===== src/rtl/dmem_pkg.sv =====
// Shared data-memory access definitions: size encodings, response FSM states
// and the alignment check reused by the load/store unit.
package dmem_pkg;

  localparam logic [1:0] SZ_WORD = 2'b00;
  localparam logic [1:0] SZ_HALF = 2'b01;
  localparam logic [1:0] SZ_BYTE = 2'b10;

  typedef enum logic {
    ST_IDLE = 1'b0,
    ST_RESP = 1'b1
  } resp_state_t;

  // Size 2'b11 is not a legal encoding and is reported like a misalignment.
  function automatic logic misaligned(input logic [1:0] size, input logic [1:0] addr_lo);
    logic bad;
    case (size)
      SZ_WORD: bad = (addr_lo != 2'b00);
      SZ_HALF: bad = addr_lo[0];
      SZ_BYTE: bad = 1'b0;
      default: bad = 1'b1;
    endcase
    return bad;
  endfunction

endpackage


===== src/rtl/rr_arb2.sv =====
// Two-input round-robin arbiter. On a tie the port not granted most recently
// wins; the pointer only moves when a grant is actually issued.
module rr_arb2 (
  input  logic       clk,
  input  logic       reset,
  input  logic [1:0] req,
  output logic [1:0] gnt
);

  logic r_last;
  logic [1:0] w_gnt;

  always_comb begin
    w_gnt = 2'b00;
    if (!reset) begin
      if (req == 2'b11) begin
        w_gnt = r_last ? 2'b01 : 2'b10;
      end else begin
        w_gnt = req;
      end
    end
  end

  assign gnt = w_gnt;

  always_ff @(posedge clk) begin
    if (reset) begin
      r_last <= 1'b1;
    end else if (|w_gnt) begin
      r_last <= w_gnt[1];
    end
  end

endmodule


===== src/rtl/dmem_arbiter.sv =====
// Shares the single-port data memory between the CPU (port 0) and the
// debug/DMA loader (port 1), with alignment checking and a 1-cycle response.
module dmem_arbiter
  import dmem_pkg::*;
#(
  parameter int ADDR_W = 12
) (
  input  logic        clk,
  input  logic        reset,
  input  logic        m0_req,
  input  logic        m0_we,
  input  logic [1:0]  m0_size,
  input  logic [31:0] m0_addr,
  input  logic [31:0] m0_wdata,
  output logic        m0_gnt,
  output logic        m0_rvalid,
  output logic [31:0] m0_rdata,
  output logic        m0_err,
  input  logic        m1_req,
  input  logic        m1_we,
  input  logic [1:0]  m1_size,
  input  logic [31:0] m1_addr,
  input  logic [31:0] m1_wdata,
  output logic        m1_gnt,
  output logic        m1_rvalid,
  output logic [31:0] m1_rdata,
  output logic        m1_err,
  output logic        mem_we,
  output logic [1:0]  mem_size,
  output logic [31:0] mem_addr,
  output logic [31:0] mem_wdata,
  input  logic [31:0] mem_rdata
);

  logic [1:0]  w_gnt;
  logic        w_any;
  logic        w_sel;
  logic        w_we;
  logic [1:0]  w_size;
  logic [31:0] w_addr;
  logic [31:0] w_wdata;
  logic        w_err;
  logic [1:0]  w_rvalid;

  resp_state_t r_state, w_state_next;
  logic        r_port;
  logic        r_err;
  logic [31:0] r_rdata;

  rr_arb2 u_arb (
    .clk   (clk),
    .reset (reset),
    .req   ({m1_req, m0_req}),
    .gnt   (w_gnt)
  );

  assign w_any = |w_gnt;
  assign w_sel = w_gnt[1];

  always_comb begin
    w_we    = w_sel ? m1_we    : m0_we;
    w_size  = w_sel ? m1_size  : m0_size;
    w_addr  = w_sel ? m1_addr  : m0_addr;
    w_wdata = w_sel ? m1_wdata : m0_wdata;
    w_err   = w_any & misaligned(w_size, w_addr[1:0]);
  end

  // Only the low ADDR_W bits matter to the memory; the rest are forwarded as-is.
  assign mem_we    = w_any & w_we & ~w_err;
  assign mem_size  = w_any ? w_size : 2'b00;
  assign mem_addr  = w_any ? {w_addr[31:ADDR_W], w_addr[ADDR_W-1:0]} : 32'h0;
  assign mem_wdata = w_any ? w_wdata : 32'h0;

  assign m0_gnt = w_gnt[0];
  assign m1_gnt = w_gnt[1];

  always_comb begin
    w_state_next = ST_IDLE;
    if (w_any) begin
      w_state_next = ST_RESP;
    end
  end

  always_ff @(posedge clk) begin
    if (reset) begin
      r_state <= ST_IDLE;
      r_port  <= 1'b0;
      r_err   <= 1'b0;
      r_rdata <= 32'h0;
    end else begin
      r_state <= w_state_next;
      if (w_any) begin
        r_port  <= w_sel;
        r_err   <= w_err;
        // Stores and rejected accesses return zero data.
        r_rdata <= (w_we | w_err) ? 32'h0 : mem_rdata;
      end
    end
  end

  // A pending response is dropped as soon as reset is seen.
  assign w_rvalid[0] = ~reset & (r_state == ST_RESP) & ~r_port;
  assign w_rvalid[1] = ~reset & (r_state == ST_RESP) &  r_port;

  assign m0_rvalid = w_rvalid[0];
  assign m1_rvalid = w_rvalid[1];
  assign m0_err    = w_rvalid[0] & r_err;
  assign m1_err    = w_rvalid[1] & r_err;
  assign m0_rdata  = w_rvalid[0] ? r_rdata : 32'h0;
  assign m1_rdata  = w_rvalid[1] ? r_rdata : 32'h0;

endmodule


===== config.mk =====
export PLATFORM = sky130hd
export DESIGN_NAME = dmem_arbiter
export DESIGN_NICKNAME = d
export VERILOG_FILES = /design/src/rtl/dmem_pkg.sv /design/src/rtl/rr_arb2.sv /design/src/rtl/dmem_arbiter.sv
export SDC_FILE = /design/constraint.sdc
export NUM_CORES = 1
export LEC_CHECK = 0
export CORE_AREA = 2 2 121 123
export CTS_CLUSTER_SIZE = 40
export DETAILED_ROUTE_END_ITERATION = 8
export DIE_AREA = 0 0 123 125
export PLACE_DENSITY = 0.66
export SYNTH_ARGS = -nofsm -noshare
export SYNTH_HDL_FRONTEND = slang
export SYNTH_HIERARCHICAL = 1
export SYNTH_SLANG_ARGS = --single-unit

===== constraint.sdc =====
create_clock -name clk -period 4.4 [get_ports clk]
set_input_delay 1.1 -clock clk [delete_from_list [all_inputs] [get_ports clk]]
set_output_delay 1.1 -clock clk [all_outputs]
set_load 0.01 [all_outputs]

# Word-level counts from Yosys, hierarchy flattened
# Index checks and enable logic that the tools add are counted.
[totals]
reg_bits = 36
input_bits = 170
output_inout_bits = 137
elab_cells = 38
[classes]
n_eq_ne = 3
muxes = 15
bitwise = 12
n_reduce_logical = 3
[ops]
columns = ["cell", "count"]
rows = [
  ["2-to-1 mux 32 bit", 7],
  ["2-to-1 mux 2 bit", 5],
  ["AND 1 bit", 8],
  ["equality test 2 bit, second input constant", 2],
  ["inverter 1 bit", 3],
  ["case mux 1 bit (3 select lines)", 1],
  ["equality test 2 x 1 -> 1 bit, second input constant", 1],
  ["logical NOT 2 bit", 1],
  ["2-to-1 mux 1 bit", 2],
  ["nonzero test 2 bit", 1],
  ["OR reduction 2 bit", 1],
  ["bitwise OR 1 bit", 1],
]

# Logic depth before layout (Yosys ltp)
[depth]
ltp_word = 9
mapped_depth = 7
mapped_depth_nobuf = 6

# Hierarchy
# The synthesis kept the hierarchy.
[modules_own_cells]
columns = ["module", "instances", "cells_per_inst", "area_per_inst_um2", "seq_area_each_um2"]
rows = [
  ["dmem_arbiter", 1, 254, 2337.2, 700.7],
  ["rr_arb2", 1, 8, 60.1, 20.0],
]

# Least setup slack after synthesis
# Ideal clock, no wire load.
[synth_path]
path_kind = "input port to output port"
startpoint = "in m0_req"
endpoint = "out mem_wdata[10]"
arrival_time_ns = 2.448
t_required_ns = 3.300
slack_ns = 0.852
cell_stages = 7
n_path_buf = 3
path_cell_list = "nand2_1 and3_1 buf_2 nor2_1 buf_2 buf_1 a22o_1"
[synth_via]
elab_chain_len = 5
elab_cells_between_ends = 6
cone_classes = "1 x eq/ne; 4 x mux; 1 x reduce/logical"
[synth_rtl]
columns = ["element", "line", "source"]
rows = [
  ["start: declaration", "dmem_arbiter.sv:10", "input logic m0_req,"],
  ["equality test 2 bit *", "rr_arb2.sv:16", "if (req == 2'b11) begin"],
  ["2-to-1 mux 2 bit *", "rr_arb2.sv:16", ""],
  ["2-to-1 mux 2 bit *", "rr_arb2.sv:15", "if (!reset) begin"],
  ["named net m1_gnt", "dmem_arbiter.sv:24", "output logic m1_gnt,"],
  ["2-to-1 mux 32 bit / OR reduction 2 bit (equally long branches)", "dmem_arbiter.sv:64, dmem_arbiter.sv:57", ""],
  ["2-to-1 mux 32 bit *", "dmem_arbiter.sv:72", "assign mem_wdata = w_any ? w_wdata : 32'h0;"],
  ["end: declaration", "dmem_arbiter.sv:31", "output logic [31:0] mem_wdata,"],
]
# Mark *: on every way through the listed nets, which the timed path passes. The rest lies on a longest branch.

# Final worst setup path
[layout_path]
startpoint = "in m0_req"
endpoint = "out mem_wdata[23]"
[layout_via]
elab_chain_len = 5
elab_cells_between_ends = 6
cone_classes = "1 x eq/ne; 4 x mux; 1 x reduce/logical"
[layout_rtl]
columns = ["element", "line"]
rows = [
  ["equality test 2 bit", "rr_arb2.sv:16"],
  ["2-to-1 mux 2 bit *", "rr_arb2.sv:16"],
  ["2-to-1 mux 2 bit *", "rr_arb2.sv:15"],
  ["2-to-1 mux 32 bit / OR reduction 2 bit (equally long branches)", "dmem_arbiter.sv:64, dmem_arbiter.sv:57"],
  ["2-to-1 mux 32 bit *", "dmem_arbiter.sv:72"],
]
# Mark *: on every way between the ends. The rest lies on a longest branch, timed or not.

==> flow_metrics.py <==
metrics = {
    "run_status": {
        "outcome": "finished clean",
    },
    "sta": {
        "slew_viol_final": 0,
        "period_share_pct": 95.8,
        "relSlewSlack_pct": 68.9,
        "clock-skew-final_ns": 0.00340,
        "tightest_slew_ns": 0.465,
        "hold_viol": 0,
        "period_needed_ns": 4.22,
        "max_freq_mhz": 237,
        "setup_tns_ns": 0,
        "fin_ws_ns": 0.183,
        "finalSetupViolCount": 0,
        "rsz0062_at_grt": "no",
    },
    "placement": {
        "gp_congestion": 0.866,
        "dpl.hpwl_um": 11700,
        "place_inst": 737,
        "dp_slack_ns": 0.0753,
        "placed_area_um2": 5670,
        "io_buffers": 306,
    },
    "setup_path": {
        "worstPathCellList": "clkdlybuf4s50_1 -> nand2_1 -> and3_2 -> nor2_4 -> buf_12 -> a22o_1 -> clkdlybuf4s50_1",
        "cp-end-kind": "output pin",
        "crit_fanout": 44,
        "cp-endpoint": "mem_wdata[23]",
        "ff2ff_setup_slack_ns": 2.09,
        "r2r_start": "u_arb/r_last",
        "reg2reg_to": "r_rdata[26]",
        "slowest_stage": "clkdlybuf4s50_1",
        "path_buf_inv": 3,
        "critical_path_required_ns": 3.30,
        "start_kind": "input port",
        "worstSetupStartpoint": "m0_req",
        "reg2regPathDepth": 8,
        "crit_arrival_ns": 3.12,
        "critPathKind": "in2out",
        "path_depth": 7,
        "cp_common_cell": "clkdlybuf4s50_1",
        "critPathTopFamily": "buffers and inverters",
        "max_stage_delay_ns": 0.57,
    },
    "finish": {
        "final_area_um2": 5820,
        "layout.nets": 730,
        "antennaDiodeCount": 0,
        "syn2layout_area_growth_pct": 143,
        "drive_gt1_share_pct": 9.09,
        "final_common_cell": "clkdlybuf4s50_1",
        "final_cell_mix": "clkdlybuf4s50_1 (306), a22o_1 (72), and2_1 (66)",
        "final_cells": 745,
    },
    "pwr": {
        "total_leakage_power_nw": 2.21,
        "worst_ir_drop_vdd_uv": 103,
        "power.density_nw_per_um2": 186,
        "power_w": 0.00108,
    },
    "logic_synthesis": {
        "synth_cells": 262,
        "synth_simple_gate_area_share_pct": 21.8,
        "synthArstFlopShare_pct": 0,
        "ys_ff_latch": 36,
        "ys_types": 31,
        "syn_area_um2": 2400,
        "ys_warn_count": 6,
        "synthXorXnorAreaFrac_pct": 0,
        "yosysTopAreaCell": "dfxtp_1",
        "yosys.area_share.adder_pct": 0,
        "syn_area_per_cell_um2": 9.15,
        "synthFlopType": "dfxtp_1",
        "yosysTopAreaCellShare_pct": 30.1,
        "synth_nets": 432,
        "synth_compound_area_share_pct": 42.0,
        "synth_seq_area_share_pct": 30.1,
        "synth.area.mux_share_pct": 0,
        "ys_top_cells_by_area": "dfxtp_1 (30%), a22o_1 (26%), and2_1 (17%)",
        "synth_edf_count": 0,
        "synth_top_family_by_area": "compound AO/OA/AOI/OAI gates",
    },
    "min_path": {
        "worstHoldStart": "r_rdata[16]",
        "hp-class": "reg2reg",
    },
    "routing": {
        "wl_per_cell_um": 19.1,
        "ant_nets": 0,
        "vias_per_cell": 4.45,
        "drc": 0,
        "firstDrtPassIters": 4,
        "drt_iter0_markers": 96,
        "num_vias": 3318,
        "wl_um": 14200,
    },
    "global_route": {
        "grt_max_degree": 52,
        "gr-usage-met2_pct": 31.4,
        "grt_pass1_vias": 3473,
        "grt_pass1_wl_um": 20100,
        "use_met1_pct": 17.8,
        "grt_use_met3_pct": 3.92,
        "grt_antenna_before_repair": 0,
        "grt_busiest_layer": "met2",
        "grt_use_total_pct": 17.1,
        "gr-total-overflow": 0,
    },
    "clock_tree": {
        "cts_buffers": 5,
        "postCtsSetupBuffers": 0,
        "clockBufferDepth": 2,
        "path_clk_slew_ns": 0.06,
        "clkSinkCount": 36,
        "cts_root_buf": "clkbuf_16",
        "cts_tree": "built",
        "h-tree-depth": 2,
        "clk_latency_ns": 0.27,
    },
    "floorplan": {
        "die_area_um2": 15400,
        "start_util_pct": 16.9,
        "row_count": 44,
        "core_um2": 14200,
        "die_y_um": 125,
        "ios": 307,
        "die_x_um": 123,
    },
    "run": {
        "cap_violations": 0,
    },
}
-- worst min path at each step --
stage	end	slack (ns)	cells past startpoint
2_1_floorplan	r_rdata[11]	0.46	1
3_3_place_gp	r_rdata[1]	0.47	1
3_5_place_dp	r_rdata[1]	0.48	1
4_1_cts	r_rdata[1]	0.49	1
5_1_grt	r_rdata[31]	0.51	1
6_report	r_rdata[16]	0.49	1
-- metrics by stage --
stage	hold WS (ns)	util, %
4_1_cts	0.495	40.9
3_5_place_dp	0.479	39.9
5_1_grt	0.513	41.0
6_report	0.493	41.0
3_3_place_gp	0.475	39.9
2_1_floorplan	0.455	-
-- metal layers --
layer | share of wire, % | wire length, µm
met5 | 0 | 0
met4 | 4.7 | 674
met3 | 8.6 | 1220
met2 | 51 | 7190
met1 | 36 | 5120
-- cell families (layout without fill, tap and decap cells) --
family	Yosys count	after routing
AO/OA/AOI/OAI	110	110
buffers and inverters	30	329
flip-flops	36	36
AND/OR/NAND/NOR	86	86
-- Yosys cell counts, drive strengths merged, types with 2 or more instances --
cell    number
nand2b       2
nand2        4
nor2         4
and2        66
inv          3
buf         10
clkbuf      16
a21o         2
a21oi        4
dfxtp       36
and3         2
a22o        98
-- final cells by class --
| type | instances | area [µm²] |
|---|---|---|
| clock buffer | 7 | 133 |
| clock inverter | 1 | 8.76 |
| fill | 1398 | 8380 |
| inverter | 3 | 11.3 |
| multi-input combinational | 196 | 1550 |
| sequential | 36 | 721 |
| tap | 184 | 230 |
| timing repair buffer | 318 | 3170 |
-- report_power, final --
| part | internal, W | switching [W] |
|---|---|---|
| logic | 0.000254 | 0.000143 |
| registers | 0.000336 | 0.00000702 |
| clock network | 0.000211 | 0.000130 |
| total | 0.000801 | 0.000280 |
-- registers in the layout, indices dropped and copies added, names as in the netlist --
signal and flops:
u_arb/r_last 1, r_err 1, r_state 1, r_rdata 32, r_port 1
-- what timing repair did --
action,in CTS,in global routing
hold buffers,0,0
resized for setup,0,1
setup endpoints to repair,0,1
Power figures use the tool's default switching activity.
